## config.mk

```make
export PLATFORM = sky130hd
export DESIGN_NAME = uart_rx_word
export DESIGN_NICKNAME = d
export VERILOG_FILES = /design/src/rtl/uart_rx_word.sv
export SDC_FILE = /design/constraint.sdc
export NUM_CORES = 1
export LEC_CHECK = 0
export CAP_MARGIN = 40
export CORE_AREA = 2 2 88 90
export DETAILED_ROUTE_END_ITERATION = 10
export DIE_AREA = 0 0 90 92
export PLACE_DENSITY = 0.89
export SLEW_MARGIN = 20
export SYNTH_ARGS = -nofsm -noshare
export SYNTH_HDL_FRONTEND = slang
export SYNTH_SLANG_ARGS = --single-unit
```

## constraint.sdc

```tcl
create_clock -name CLK -period 4.17 [get_ports CLK]
set_input_delay 0.417 -clock CLK [delete_from_list [all_inputs] [get_ports CLK]]
set_output_delay 0.417 -clock CLK [all_outputs]
set_load 0.005 [all_outputs]
```

## src/rtl/uart_rx_word.sv

```systemverilog
// 8N1 UART receiver that packs four accepted bytes, big-endian, into a 32-bit word.
// Sampling is centred on each bit by first waiting half a bit period after the start edge.
module uart_rx_word #(
   parameter int unsigned CLKS_PER_BIT = 2604
) (
   input  logic        CLK,
   input  logic        INITIALIZE,
   input  logic        ENABLE,
   input  logic        UART_RX,
   output logic [7:0]  BYTE_DATA,
   output logic        BYTE_VALID,
   output logic [31:0] WORD_DATA,
   output logic        WORD_VALID,
   output logic        FRAME_ERR,
   output logic        BUSY
);

   localparam int unsigned CW = $clog2(CLKS_PER_BIT);
   localparam logic [CW-1:0] HALF_LAST = CW'(CLKS_PER_BIT / 2 - 1);
   localparam logic [CW-1:0] FULL_LAST = CW'(CLKS_PER_BIT - 1);

   typedef enum logic [1:0] {IDLE, START, DATA, STOP} state_t;

   state_t        state, state_n;
   logic [CW-1:0] cnt, cnt_n;
   logic [2:0]    idx, idx_n;
   logic [7:0]    data, data_n;
   logic [1:0]    byte_cnt;
   logic [23:0]   word_buf;
   logic          rx_meta, rx_s;
   logic          byte_ok, frame_bad;

   always_comb begin
      state_n   = state;
      cnt_n     = cnt + 1'b1;
      idx_n     = idx;
      data_n    = data;
      byte_ok   = 1'b0;
      frame_bad = 1'b0;
      case (state)
         IDLE: begin
            cnt_n = '0;
            if (ENABLE && !rx_s) state_n = START;
         end
         START: begin
            if (cnt == HALF_LAST) begin
               cnt_n = '0;
               if (!rx_s) begin
                  state_n = DATA;
                  idx_n   = '0;
               end else begin
                  state_n = IDLE;
               end
            end
         end
         DATA: begin
            if (cnt == FULL_LAST) begin
               cnt_n       = '0;
               data_n[idx] = rx_s;
               idx_n       = idx + 3'd1;
               if (idx == 3'd7) state_n = STOP;
            end
         end
         STOP: begin
            if (cnt == FULL_LAST) begin
               cnt_n   = '0;
               state_n = IDLE;
               if (rx_s) byte_ok = 1'b1;
               else      frame_bad = 1'b1;
            end
         end
         default: state_n = IDLE;
      endcase
   end

   always_ff @(posedge CLK) begin
      if (INITIALIZE) begin
         rx_meta    <= 1'b1;
         rx_s       <= 1'b1;
         state      <= IDLE;
         cnt        <= '0;
         idx        <= '0;
         data       <= '0;
         byte_cnt   <= '0;
         word_buf   <= '0;
         BYTE_DATA  <= '0;
         BYTE_VALID <= 1'b0;
         WORD_DATA  <= '0;
         WORD_VALID <= 1'b0;
         FRAME_ERR  <= 1'b0;
      end else begin
         rx_meta    <= UART_RX;
         rx_s       <= rx_meta;
         state      <= state_n;
         cnt        <= cnt_n;
         idx        <= idx_n;
         data       <= data_n;
         BYTE_VALID <= byte_ok;
         FRAME_ERR  <= frame_bad;
         WORD_VALID <= 1'b0;
         if (byte_ok) begin
            BYTE_DATA <= data;
            byte_cnt  <= byte_cnt + 2'd1;
            case (byte_cnt)
               2'd0: word_buf[23:16] <= data;
               2'd1: word_buf[15:8]  <= data;
               2'd2: word_buf[7:0]   <= data;
               default: begin
                  WORD_DATA  <= {word_buf, data};
                  WORD_VALID <= 1'b1;
               end
            endcase
         end else if (state == IDLE && !ENABLE) begin
            // loader not requesting: drop any partially assembled word
            byte_cnt <= '0;
         end
      end
   end

   assign BUSY = (state != IDLE);

endmodule

```

==> summary.txt <==
Route
  – Wire length per cell: 14.4 um
  – Drt drc: 0
  – Via Count: 2802
  – DRT Pass-1 Iters: 4
  – Vias per cell: 5.24
  – DR iter-0 viols: 108
  – Post-route ant nets: 0
  – Routed wire length: 7710 um

Global route
  – Initial antenna violation count: 0
  – Vias in the first global route: 2789
  – First-pass GRT wire length: 13100 um
  – GRT overflow: 0
  – Total GRT Usage: 0.196
  – Largest net degree at the start of global routing: 48

Synth
  – Most used DFF post-synth: dfxtp_1
  – Synth Cell Area: 3970 um^2
  – Syn Inst Count: 387
  – Synthesis Warnings: 0
  – EDFF count, synth: 0
  – Ys async rst share: 0
  – Synth Register Bits: 96
  – Synth unique cells: 41
  – Mean area per synthesized cell: 10.3 um^2
  – Register area share after synthesis: 0.484
  – Syn_nets: 399

Floorplanning
  – Die width: 90 um
  – Chip Height: 92 um
  – Top Ports: 48
  – DIE AREA: 8280 um^2
  – Starting Density: 0.533
  – CORE AREA: 7450 um^2
  – Rows: 32

Worst setup path
  – Crit-path max FO: 19
  – R2r setup slk: 1.37 ns
  – FF-to-FF End: WORD_DATA[13]
  – WS Path Type: flip-flop to flip-flop
  – Crit-path slowest cell: nor2_4
  – Crit start category: flip-flop
  – Worst Path Arrival: 3.09 ns
  – Critical-path cell list: ha_1, and4bb_2, nand4b_1, nor2_4, buf_4, mux2i_1
  – CP required: 4.46 ns
  – CP peak stage delay: 0.73 ns
  – FF-to-FF path depth: 6
  – Worst Setup End Kind: flip-flop
  – Reg-to-Reg Start: cnt[0]

Worst hold path
  – HP Class: flip-flop to flip-flop
  – Hold endpoint: rx_s
  – Hold path cells: 1
  – Hold_sp: rx_meta

CTS
  – Setup Fix Bufs, Post-CTS: 0
  – CTS max path bufs: 2
  – Worst-skew pair later-pin latency: 0.37 ns
  – Hold_buf cts: 0
  – # H-tree levels: 3
  – CTS tree: yes
  – CTS root buf: clkbuf_8
  – Clock transition at path regs: 0.09 ns
  – Post-CTS Resized: 0
  – Number of buffers created by CTS: 9
  – CTS sink cnt: 96

Pwr
  – Pleak: 1.63 nW
  – Power per cell area: 338 nW/um^2
  – Final Power: 1.59 mW
  – Maximum vdd drop: 0.000184 V

STA
  – Max Clk Rate: 0.357 GHz
  – Rel. slew slack: 0.518
  – Final clock skew: 0.0160 ns
  – Period utilization: 0.671
  – Setup TNS: 0 ns
  – Min cycle time layout: 2.80 ns
  – Setup Viol. Count Final: 0
  – Slew Limit Fails: 0
  – RSZ-0062 raised after global routing: false
  – Final Hold Viols: 0
  – Slew of the pin with the lowest slew margin: 0.722 ns
  – PnR worst setup slack: 1.37 ns

Place
  – HPWL after detailed placement: 5370 um
  – DP Worst Slack: 1.39 ns
  – Post-DP Area: 4480 um^2
  – Buffers on Ports: 47
  – GP Congestion: 0.859

Finish
  – Final core occ: 0.630
  – Share of cells above drive strength 1: 0.0785
  – FILL cells: 611
  – Nets: 440
  – Area delta synth->final: 18.1%
  – Final instance area: 4690 um^2
  – N_diodes: 0

Outcome
  – Status: finished clean

Flow run
  – Maximum Capacitance Violations: 0
[worst max-delay path: cells and delay by family, from the launching register on]
| kind | cells | cell delay [ns] |
|---|---|---|
| DFF | 1 | 0.40 |
| buffers and inverters | 1 | 0.37 |
| muxes | 1 | 0.20 |
| and+or+nand+nor | 3 | 1.50 |
| adders and majority gates | 1 | 0.25 |
[routing by layer]
layer	vias up	wire length, um	GRT usage
li1	1407	-	-
met1	1318	3380	0.234
met2	65	3930	0.355
met3	12	293	0.0394
met4	0	102	0.0628
met5	-	0	0
[cells by family (layout without fill, tap and decap cells)]
| group | count (synthesis) | in the layout | synth area share |
|---|---|---|---|
| simple gates | 159 | 159 | 0.237 |
| flops | 96 | 96 | 0.484 |
| mux | 66 | 66 | 0.166 |
| buf+inv | 28 | 74 | 0.0353 |
| compound gates | 21 | 21 | 0.0321 |
| xor+xnor | 9 | 9 | 0.0198 |
| fa+ha+maj | 8 | 8 | 0.0252 |
[state kept, by name, indices dropped and copies added, names as in the netlist, named ones only]
signal	cells
BYTE_DATA	8
BYTE_VALID	1
FRAME_ERR	1
WORD_DATA	32
WORD_VALID	1
byte_cnt	2
cnt	12
data	8
idx	3
rx_meta	1
rx_s	1
state	1
word_buf	24
[through the flow]
stage / hold WS [ns] / cells
final: 0.415 / 535
after global placement: 0.395 / 518
after global routing: 0.441 / 535
after detailed placement: 0.395 / 518
after floorplan: 0.389 / 387
after CTS: 0.417 / 534
[where the power goes]
part / switching [mW] / internal (mW) / leakage [nW]
registers: 0.00231 / 0.918 / 0.773
clock network: 0.345 / 0.290 / 0.105
logic: 0.0154 / 0.0166 / 0.755
[placed cells by master (no fill, tap or decap), types with 2 or more instances in the layout]
cell	count
xor2_1	5
ha_1	8
nor2_1	15
buf_4	2
or2_2	4
nand2_1	26
and4_1	2
a31oi_1	2
and4bb_2	3
a21oi_1	13
inv_6	2
nand2b_1	68
inv_1	8
nand3_1	8
nor4bb_1	2
nand4_1	3
nand2_2	2
nor4_1	7
mux2i_1	66
clkdlybuf4s50_1	46
dfxtp_1	96
clkbuf_8	9
xnor2_1	4
nand3b_1	2
and2_1	2
nor3_1	6
[cell type report]
type / instances / area (um^2) / share of cell area
well taps: 102 / 128 / 0.0272
inverters: 8 / 30.0 / 0.00640
clock inverters: 7 / 87.6 / 0.0187
clock buffers: 9 / 124 / 0.0264
repair buffers: 50 / 485 / 0.103
multi-input cells: 263 / 1920 / 0.408
flip-flops and latches: 96 / 1920 / 0.410
[worst max path at each step]
| stage | startpoint | to | slack (ns) | cells past startpoint |
|---|---|---|---|---|
| after CTS | cnt[0] | WORD_DATA[22] | 1.36 | 6 |
| after global placement | cnt[0] | WORD_DATA[31] | 1.46 | 6 |
| after global routing | cnt[0] | WORD_DATA[11] | 1.11 | 6 |
| final | cnt[0] | WORD_DATA[13] | 1.37 | 6 |
| after detailed placement | cnt[0] | WORD_DATA[22] | 1.39 | 6 |
| after floorplan | cnt[0] | WORD_DATA[0] | 2.45 | 6 |
[synthesized netlist by cell type, drive strengths merged (2+ instances only)]
library cell	number	share of area
inv	8	0.0076
nor4	7	0.011
nor4bb	2	0.0050
or2	4	0.0063
nor3	6	0.0076
and4bb	3	0.0094
nor2	16	0.016
xnor2	4	0.0088
a31oi	2	0.0031
nand4b	2	0.0060
mux2i	66	0.17
nand4	3	0.0047
nand3b	2	0.0038
nand2	28	0.028
and4	2	0.0044
buf	9	0.017
xor2	5	0.011
and2	2	0.0031
a21oi	13	0.016
nand3	9	0.013
dfxtp	96	0.48
nand2b	68	0.11
clkbuf	11	0.010
ha	8	0.025
nor3b	2	0.0066
(Power assumes the default switching activity.)
